<file path="config.mk">
export PLATFORM = sky130hd
export DESIGN_NAME = rf_wb_arbiter_flat
export DESIGN_NICKNAME = d
export VERILOG_FILES = /design/src/rtl/rf_wb_arbiter_if.sv /design/src/rtl/rf_wb_arbiter.sv /design/src/flat_wrapper.sv
export SDC_FILE = /design/constraint.sdc
export NUM_CORES = 1
export LEC_CHECK = 0
export CAP_MARGIN = 20
export CORE_ASPECT_RATIO = 2
export CORE_UTILIZATION = 24
export DETAILED_ROUTE_END_ITERATION = 16
export PLACE_DENSITY = 0.58
export SYNTH_ARGS = -nofsm -noshare
export SYNTH_HDL_FRONTEND = slang
export SYNTH_SLANG_ARGS = --single-unit
</file>
<file path="constraint.sdc">
create_clock -name clk -period 11 [get_ports clk]
set_input_delay 2.2 -clock clk [delete_from_list [all_inputs] [get_ports clk]]
set_output_delay 2.2 -clock clk [all_outputs]
set_load 0.01 [all_outputs]
</file>
<file path="src/rtl/rf_wb_arbiter_if.sv">
// rtl/rf_wb_arbiter_if.sv - writeback request bus between the requesters and rf_wb_arbiter
interface rf_wb_arbiter_if #(
    parameter int XLEN  = 32,
    parameter int N_REQ = 3,
    parameter int AW    = 5
);
    logic [N_REQ-1:0]      req_valid;
    logic [N_REQ-1:0]      req_ready;
    logic [N_REQ*AW-1:0]   req_addr;
    logic [N_REQ*XLEN-1:0] req_data;

    modport master (output req_valid, output req_addr, output req_data, input req_ready);
    modport slave  (input req_valid, input req_addr, input req_data, output req_ready);
endinterface

</file>
<file path="src/rtl/rf_wb_arbiter.sv">
// rtl/rf_wb_arbiter.sv - round-robin RF writeback arbiter with per-register busy scoreboard
// Optional forwarding of the in-flight RF write to rs1/rs2 under `RF_WB_BYPASS_EN.
module rf_wb_arbiter #(
    parameter int XLEN  = 32,
    parameter int N_REQ = 3,
    parameter int AW    = 5
) (
    input  logic            clk,
    input  logic            rst,
    rf_wb_arbiter_if.slave  wb,
    input  logic            sb_set,
    input  logic [AW-1:0]   sb_set_addr,
    input  logic [AW-1:0]   rs1_addr,
    input  logic [AW-1:0]   rs2_addr,
    input  logic [AW-1:0]   rd_addr,
    output logic            rs1_busy,
    output logic            rs2_busy,
    output logic            rd_busy,
`ifdef RF_WB_BYPASS_EN
    output logic [XLEN-1:0] rs1_fwd,
    output logic [XLEN-1:0] rs2_fwd,
    output logic            rs1_fwd_vld,
    output logic            rs2_fwd_vld,
`endif
    output logic            rf_wen,
    output logic [AW-1:0]   rf_waddr,
    output logic [XLEN-1:0] rf_wdata
);
    localparam int              PW     = (N_REQ > 1) ? $clog2(N_REQ) : 1;
    localparam int              NREG   = 1 << AW;
    localparam logic [PW:0]     NREQ_W = (PW+1)'(N_REQ);
    localparam logic [PW-1:0]   LAST   = PW'(N_REQ - 1);

    logic [PW-1:0]    rr_ptr;
    logic [PW-1:0]    win;
    logic [PW-1:0]    cand;
    logic [PW:0]      sum;
    logic             found;
    logic [N_REQ-1:0] grant;
    logic [AW-1:0]    win_addr;
    logic [XLEN-1:0]  win_data;
    logic [NREG-1:0]  busy;
    logic [NREG-1:0]  set_mask;
    logic [NREG-1:0]  clr_mask;

    // Scan from rr_ptr upward with wraparound; first valid requester wins.
    always_comb begin
        grant = '0;
        win   = '0;
        found = 1'b0;
        cand  = '0;
        sum   = '0;
        for (int k = 0; k < N_REQ; k++) begin
            sum = {1'b0, rr_ptr} + (PW+1)'(k);
            if (sum >= NREQ_W) begin
                sum = sum - NREQ_W;
            end
            cand = sum[PW-1:0];
            if (!found && !rst && wb.req_valid[cand]) begin
                found = 1'b1;
                win   = cand;
            end
        end
        if (found) begin
            grant[win] = 1'b1;
        end
    end

    assign wb.req_ready = grant;
    assign win_addr     = wb.req_addr[win*AW +: AW];
    assign win_data     = wb.req_data[win*XLEN +: XLEN];

    // x0 never becomes busy, so busy[0] stays 0 and zero-address queries read 0.
    always_comb begin
        set_mask = '0;
        clr_mask = '0;
        if (sb_set && (sb_set_addr != '0)) begin
            set_mask[sb_set_addr] = 1'b1;
        end
        if (rf_wen && (rf_waddr != '0)) begin
            clr_mask[rf_waddr] = 1'b1;
        end
    end

    always_ff @(posedge clk or posedge rst) begin
        if (rst) begin
            rr_ptr   <= '0;
            rf_wen   <= 1'b0;
            rf_waddr <= '0;
            rf_wdata <= '0;
            busy     <= '0;
        end else begin
            if (found) begin
                rr_ptr   <= (win == LAST) ? '0 : win + 1'b1;
                rf_waddr <= win_addr;
                rf_wdata <= win_data;
            end
            rf_wen <= found && (win_addr != '0);
            // Set is applied after clear so a same-cycle re-issue keeps the register busy.
            busy   <= (busy & ~clr_mask) | set_mask;
        end
    end

`ifdef RF_WB_BYPASS_EN
    assign rs1_fwd_vld = rf_wen && (rf_waddr == rs1_addr) && (rs1_addr != '0);
    assign rs2_fwd_vld = rf_wen && (rf_waddr == rs2_addr) && (rs2_addr != '0);
    assign rs1_fwd     = rs1_fwd_vld ? rf_wdata : '0;
    assign rs2_fwd     = rs2_fwd_vld ? rf_wdata : '0;
    assign rs1_busy    = busy[rs1_addr] & ~rs1_fwd_vld;
    assign rs2_busy    = busy[rs2_addr] & ~rs2_fwd_vld;
`else
    assign rs1_busy    = busy[rs1_addr];
    assign rs2_busy    = busy[rs2_addr];
`endif
    assign rd_busy     = busy[rd_addr];

endmodule

</file>
<file path="src/flat_wrapper.sv">
// flat-port wrapper written by rule: the top's interface ports become plain ports
module rf_wb_arbiter_flat 
#(
    parameter int XLEN  = 32,
    parameter int N_REQ = 3,
    parameter int AW    = 5
)
  (clk, rst, sb_set, sb_set_addr, rs1_addr, rs2_addr, rd_addr, rs1_busy, rs2_busy, rd_busy, rf_wen, rf_waddr, rf_wdata, wb_req_valid, wb_req_addr, wb_req_data, wb_req_ready);
  rf_wb_arbiter_if #(.XLEN(XLEN), .N_REQ(N_REQ), .AW(AW)) wb_i ();
  input  logic clk;
  input  logic rst;
  input  logic sb_set;
  input  logic [AW-1:0] sb_set_addr;
  input  logic [AW-1:0] rs1_addr;
  input  logic [AW-1:0] rs2_addr;
  input  logic [AW-1:0] rd_addr;
  output logic rs1_busy;
  output logic rs2_busy;
  output logic rd_busy;
  output logic rf_wen;
  output logic [AW-1:0] rf_waddr;
  output logic [XLEN-1:0] rf_wdata;
  input wire logic [$bits(wb_i.req_valid)-1:0] wb_req_valid;
  input wire logic [$bits(wb_i.req_addr)-1:0] wb_req_addr;
  input wire logic [$bits(wb_i.req_data)-1:0] wb_req_data;
  output wire logic [$bits(wb_i.req_ready)-1:0] wb_req_ready;
  assign wb_i.req_valid = wb_req_valid;
  assign wb_i.req_addr = wb_req_addr;
  assign wb_i.req_data = wb_req_data;
  assign wb_req_ready = wb_i.req_ready;
  rf_wb_arbiter #(.XLEN(XLEN), .N_REQ(N_REQ), .AW(AW)) u_core (.clk(clk), .rst(rst), .wb(wb_i), .sb_set(sb_set), .sb_set_addr(sb_set_addr), .rs1_addr(rs1_addr), .rs2_addr(rs2_addr), .rd_addr(rd_addr), .rs1_busy(rs1_busy), .rs2_busy(rs2_busy), .rd_busy(rd_busy), .rf_wen(rf_wen), .rf_waddr(rf_waddr), .rf_wdata(rf_wdata));
endmodule
</file>
* Word level (Yosys, flattened, before mapping) *
Cells that the tools add are included.

word-level totals
  flip-flop bits (word level) = 72
  output and inout bits = 44

operators by class
  add/subtract/negate cells = 6
  multiply operators = 1
  magnitude comparators = 15
  equal/unequal tests = 1
  shifts and indexed selects = 2
  muxes and demuxes = 31
  bitwise gates (word level) = 3
  reduce and logical (&&, ||, !) cells = 17

operators by type and width
  cell                                                                count
  indexed part select 96 x 8 -> 32 bit                                1
  two-way mux 32 bit                                                  2
  bitwise AND 32 bit                                                  1
  inverter 32 bit                                                     1
  bitwise OR 32 bit                                                   1
  < comparator 5 x 6 -> 1 bit (second input constant)                 5
  binary-select mux 1 bit (select 5 bit)                              3
  nonzero test 5 bit                                                  3
  indexed part select 15 x 6 -> 5 bit                                 1
  two-way mux 2 bit                                                   7
  < comparator 2 x 3 -> 1 bit (second input constant)                 4
  two-way mux 1 bit                                                   12
  logical AND 1 bit                                                   11
  demux 1 bit (select 5 bit)                                          2
  greater-or-equal comparator 5 x 1 -> 1 bit (second input constant)  2
  binary-select mux 1 bit (select 2 bit)                              3
  greater-or-equal comparator 3 x 2 -> 1 bit (second input constant)  2
  subtractor 2 bit (second input constant)                            3
  multiplier 2 x 3 -> 5 bit (second input constant)                   1
  adder 2 x 1 -> 3 bit (second input constant)                        1
  adder 2 x 2 -> 3 bit (second input constant)                        1
  zero test 1 bit                                                     3
  two-way mux 3 bit                                                   1
  adder 2 x 1 -> 2 bit (second input constant)                        1
  other kinds (4)                                                     4

* Longest topological paths before layout *
  depth in word-level cells = 19
  mapped depth = 12
  gate-level depth less buffers = 9

* Worst setup path before layout *
No wires, ideal clock.

  kind = in2out
  from = in rst
  to = out wb_req_ready[0]
  data arrival time = 5.139 ns
  required time = 8.800 ns
  slack = 3.661 ns
  stages on the path = 8
  path buffers = 3
  path through = clkbuf_1 inv_1 o41ai_2 or2_1 buf_6 nand3_2 buf_2 inv_2

between the ends
  longest elaborated chain between the ends = 16
  elaborated cells between the ends (all ways) = 20
  those cells by class = 2 x order compare; 9 x mux; 9 x reduce/logical

RTL lines
  what                                                                                                                    line                 RTL
  start, declared                                                                                                         flat_wrapper.sv:11   input logic rst;
  zero test 1 bit *                                                                                                       rf_wb_arbiter.sv:59  if (!found && !rst && wb.req_valid[cand]) begin
  logical AND 1 bit                                                                                                       rf_wb_arbiter.sv:59
  two-way mux 1 bit                                                                                                       rf_wb_arbiter.sv:59
  zero test 1 bit                                                                                                         rf_wb_arbiter.sv:59
  logical AND 1 bit (2 in a row)                                                                                          rf_wb_arbiter.sv:59
  two-way mux 1 bit                                                                                                       rf_wb_arbiter.sv:59
  zero test 1 bit                                                                                                         rf_wb_arbiter.sv:59
  logical AND 1 bit (2 in a row)                                                                                          rf_wb_arbiter.sv:59
  two-way mux 2 bit                                                                                                       rf_wb_arbiter.sv:59
  < comparator 2 x 3 -> 1 bit (not written as such) / greater-or-equal comparator 2 x 1 -> 1 bit (equally long branches)  rf_wb_arbiter.sv:65  grant[win] = 1'b1;
  logical AND 1 bit (not written as such)                                                                                 rf_wb_arbiter.sv:65
  two-way mux 1 bit (not written as such)                                                                                 rf_wb_arbiter.sv:65
  demux 1 bit (select 2 bit)                                                                                              --
  two-way mux 3 bit *                                                                                                     rf_wb_arbiter.sv:64  if (found) begin
  end, declared                                                                                                           flat_wrapper.sv:26   output wire logic [$bits(wb_i.req_ready)-1:0] wb_req_ready;

Mark *: on every way between the ends. The rest lies on a longest branch, timed or not.

* Worst setup path after layout *
  from = in wb_req_valid[1]
  to = out wb_req_ready[0]

between the ends
  longest elaborated chain between the ends = 17
  elaborated cells between the ends (all ways) = 25
  those cells by class = 2 x order compare; 15 x mux; 8 x reduce/logical

RTL lines
  what                                                                                                                    line                 RTL
  start, declared                                                                                                         flat_wrapper.sv:23   input wire logic [$bits(wb_i.req_valid)-1:0] wb_req_valid;
  binary-select mux 1 bit (select 2 bit)                                                                                  rf_wb_arbiter.sv:59
  two-way mux 1 bit (not written as such)                                                                                 rf_wb_arbiter.sv:59
  logical AND 1 bit                                                                                                       rf_wb_arbiter.sv:59
  two-way mux 1 bit                                                                                                       rf_wb_arbiter.sv:59
  zero test 1 bit                                                                                                         rf_wb_arbiter.sv:59
  logical AND 1 bit (2 in a row)                                                                                          rf_wb_arbiter.sv:59
  two-way mux 1 bit                                                                                                       rf_wb_arbiter.sv:59
  zero test 1 bit                                                                                                         rf_wb_arbiter.sv:59
  logical AND 1 bit (2 in a row)                                                                                          rf_wb_arbiter.sv:59
  two-way mux 2 bit                                                                                                       rf_wb_arbiter.sv:59
  < comparator 2 x 3 -> 1 bit (not written as such) / greater-or-equal comparator 2 x 1 -> 1 bit (equally long branches)  rf_wb_arbiter.sv:65
  logical AND 1 bit (not written as such)                                                                                 rf_wb_arbiter.sv:65
  two-way mux 1 bit (not written as such)                                                                                 rf_wb_arbiter.sv:65
  demux 1 bit (select 2 bit)                                                                                              --
  two-way mux 3 bit *                                                                                                     rf_wb_arbiter.sv:64

Mark *: on every way between the ends. The rest lies on a longest branch, timed or not. The select of a mux whose other input is x is not followed.

==> results.md <==
* no — setup repair after global routing missed its margin
* 0 — number of setup buffers added after CTS
* sky130_fd_sc_hd__dfrtp_1 — most instantiated flip-flop cell in the synthesis netlist
* 9 — clock buffers created by TritonCTS
* 0 — number of failing setup endpoints in the final timing report
* 180 x sky130_fd_sc_hd__clkdlybuf4s50_1, 72 x sky130_fd_sc_hd__dfrtp_1, 63 x sky130_fd_sc_hd__o21ai_0 — leading cell types in the layout, fill and taps excluded
* 4269 um2 — cell area after synthesis
* sky130_fd_sc_hd__dfrtp_1 — library cell occupying the most area in the post-synthesis netlist
* 248.8 nW/um2 — Power Density
* 0 — max-cap viol count
* 0 — antenna-violating nets left
* 46 — distinct cell type count of the synthesized netlist
* 10.78 um2 — synthesized area per cell
* 181 — Boundary Pins
* 11,880 um — half-perimeter wire length after placement
* 69.78% — Period Utilization, post-route
* 180 — IO buf count
* 130.3 MHz — fmax
* 0 — final hold vios
* 72 — #FFs+latches synth
* 24.60% — starting density of the core
* 0 ps — aggregate negative setup slack
* 37.43% — switching share of power
* 0 — hold buffer count at cts
* 14.48% — global routing met1 resource utilization
* 0.8691 — RD Place Congestion
* 11.68% — proportion of layout cells with a drive suffix above 1
* done — CTS tree
* 8800 ps — Required @ worst endpoint
* sky130_fd_sc_hd__clkbuf_16 — CTS root buffer
* 0.6068 mW — net switching power
* 18.7% — fraction of power consumed by the clock network
* 0 — Final Slew Violations
* 536 — Syn Nets
* 6 — number of search-and-repair iterations in the first detailed-routing pass
* 52.64% — area growth from synthesis to layout
* 0 — final routed DRC violation total
* 1.015 mW — Int Power
* 32 — Crit Path Max Fanout
* sky130_fd_sc_hd__clkdlybuf4s50_1 — most common cell after layout, fill and taps aside
* 3 — maximum level of the CTS H-tree
* 68 — num rows
* 17,360 um2 — placeable core area
* 74 — pin count of the biggest net entering global routing
* sky130_fd_sc_hd__dfrtp_1 42%, sky130_fd_sc_hd__mux4_2 16%, sky130_fd_sc_hd__o21ai_0 7.4% — biggest area contributors in the synthesized netlist
* 438.4 ps — WHS
* output port — type of destination of the critical path
* 16.28% — global routing usage summed across all routing layers
* 396 — number of instances in the synthesized netlist
* 0 — Congestion Overflow GR
* 4,049 — total vias in the final route
* 42.20% — post-synthesis sequential area ratio
* 14,590 um — routed wire length
* 4,287 — number of global-route vias before repair
* 42.20% — fraction of post-synthesis cell area in the top cell type by area
* in -> out — type of the worst setup path
* 5480 ps — arrival time at the worst endpoint
* 0 — post-cts resize count
* reg -> reg — Worst Hold Class
* 72 — CTS sink cnt
* 3.230% — grt met3 use
* completed — outcome
* 701 — final layout net count
* 920.0 ps — Worst Tran Pin Value
* 0 — worst hold stages
* 0 — Synth warnings
* 1.621 mW — total power draw
* 2.466 nW — leakage dissipation
* 18.82 um — Routed WL per cell
* 38.67% — worst rel slew slack
* 2165 um2 — combined area of the multi-input logic cells
* 32.43% — grt met2 use
* 96.31 um — width of the die
* 330 ps — latest clock arrival within the worst-skew pair
* 7676 ps — shortest clock period the worst path allows after layout
* 177 — Iter 0 DRT Violations
* input pin — critical path launch point type
* 2.899 ps — Fin Clk Skew
* 2 — maximum buffer depth of the clock tree
* 1802 um2 — Seq. cell area
* 5.225 — routed via count divided by cell count
* 31.6% — Sequential Power Share
* 49.7% — proportion of power drawn by combinational gates
* 0.09094 mV — VDD IR-drop max
* 100.0% — Async S/R FF share, synth
* 1,786 — number of inserted filler cells in the final layout
* 0 — number of synthesized flops with an enable pin
* met2 — Top Usage Layer GRT
* 50 ps — clock edge transition at the registers on the reported setup and hold paths
* 8 — depth of the worst register-to-register path
* 22,140 um — global-route wire length before repair
* 0 — initial antenna violation count
* 0 — ant diodes
* 190.6 um — die height
* 18,360 um2 — Die Footprint
[Yosys cell counts, types with 2 or more instances]
master,instances
sky130_fd_sc_hd__a222oi_1,30
sky130_fd_sc_hd__a22oi_1,4
sky130_fd_sc_hd__nand3b_1,6
sky130_fd_sc_hd__o21ai_0,63
sky130_fd_sc_hd__nand2b_1,6
sky130_fd_sc_hd__a31oi_1,4
sky130_fd_sc_hd__buf_6,3
sky130_fd_sc_hd__clkbuf_1,17
sky130_fd_sc_hd__nor2_1,7
sky130_fd_sc_hd__inv_1,39
sky130_fd_sc_hd__a21o_1,2
sky130_fd_sc_hd__a211oi_1,4
sky130_fd_sc_hd__ha_1,3
sky130_fd_sc_hd__a311oi_2,3
sky130_fd_sc_hd__nor3_1,2
sky130_fd_sc_hd__or3b_2,3
sky130_fd_sc_hd__buf_2,6
sky130_fd_sc_hd__nor3b_1,5
sky130_fd_sc_hd__dfrtp_1,72
sky130_fd_sc_hd__mux4_2,30
sky130_fd_sc_hd__nor2b_1,3
sky130_fd_sc_hd__nand3_1,8
sky130_fd_sc_hd__o21ai_1,37
sky130_fd_sc_hd__nand2_1,10
sky130_fd_sc_hd__inv_2,2
sky130_fd_sc_hd__buf_4,2
sky130_fd_sc_hd__a21oi_1,3
sky130_fd_sc_hd__mux2i_1,2
sky130_fd_sc_hd__mux2_2,3
[cells by family after synthesis]
| kind of cell | share of synthesized area, % |
|---|---|
| adder cells (fa/ha/maj) | 0.8793 |
| AND/OR/NAND/NOR | 7.856 |
| buffers and inverters | 7.093 |
| multiplexers | 17.09 |
| AO/OA/AOI/OAI | 24.88 |
| flip-flops | 42.20 |
[flip-flops by register name (all words and copies together) (netlist names)]
name / cells
u_core.rf_wen: 1
u_core.rf_waddr: 5
u_core.busy: 32
u_core.rf_wdata: 32
u_core.rr_ptr: 2
[cell type report]
cell class / instances / share of cell area [%]
Multi-Input combinational cell: 254 / 33.22
Timing Repair Buffer: 182 / 27.88
Sequential cell: 72 / 27.65
Tap cell: 210 / 4.032
Clock buffer: 9 / 3.456
Inverter: 42 / 2.458
Clock inverter: 6 / 1.306
[path summary, 6_finish.rpt]
path	slack, ps	from	endpoint
setup / recovery	3320	wb_req_valid[1]	wb_req_ready[0]
hold / removal	440	u_core.busy[0]$_DFF_PP0_	u_core.busy[0]$_DFF_PP0_
setup reg to reg	7730	u_core.rr_ptr[0]$_DFFE_PP0P_	u_core.rf_wdata[21]$_DFFE_PP0P_
hold reg to reg	440	u_core.busy[0]$_DFF_PP0_	u_core.busy[0]$_DFF_PP0_
max in group asynchronous	7770	rst	u_core.busy[13]$_DFF_PP0_
min in group asynchronous	2630	rst	u_core.rf_wdata[1]$_DFFE_PP0P_
[power by group through the flow]
stage	registers [mW]	clock network [mW]	logic [mW]
finish	0.513	0.302	0.806
global route	0.530	0.320	0.874
CTS	0.513	0.310	0.813
detailed placement	0.512	0	0.814
global placement	0.507	0	0.793
floorplan	0.501	0	0.473
[critical path: stages]
cell and delay, ps:
sky130_fd_sc_hd__clkdlybuf4s50_1 500, sky130_fd_sc_hd__a21oi_1 240, sky130_fd_sc_hd__a22oi_2 120, sky130_fd_sc_hd__o41ai_2 600
sky130_fd_sc_hd__or2_1 470, sky130_fd_sc_hd__nand3_2 610, sky130_fd_sc_hd__inv_2 170, sky130_fd_sc_hd__clkdlybuf4s50_1 560
[stage by stage]
step / instances / setup WS (ps) / utilization [%] / cell area (um2)
6_report: 775 / 3324 / 37.54 / 6516
4_1_cts: 775 / 3308 / 37.54 / 6516
5_1_grt: 775 / 2999 / 37.54 / 6516
2_1_floorplan: 396 / 3661 / - / 4269
3_3_place_gp: 760 / 3390 / 35.76 / 6206
3_5_place_dp: 760 / 3314 / 35.76 / 6206
[metal layers]
metal  share of wire [%]  vias to the layer above
met5                   0                        -
met4                 3.9                        0
met3                 6.0                       34
met2                  59                      210
met1                  31                     1937
li1                    -                     1868
(Power assumes the default switching activity.)
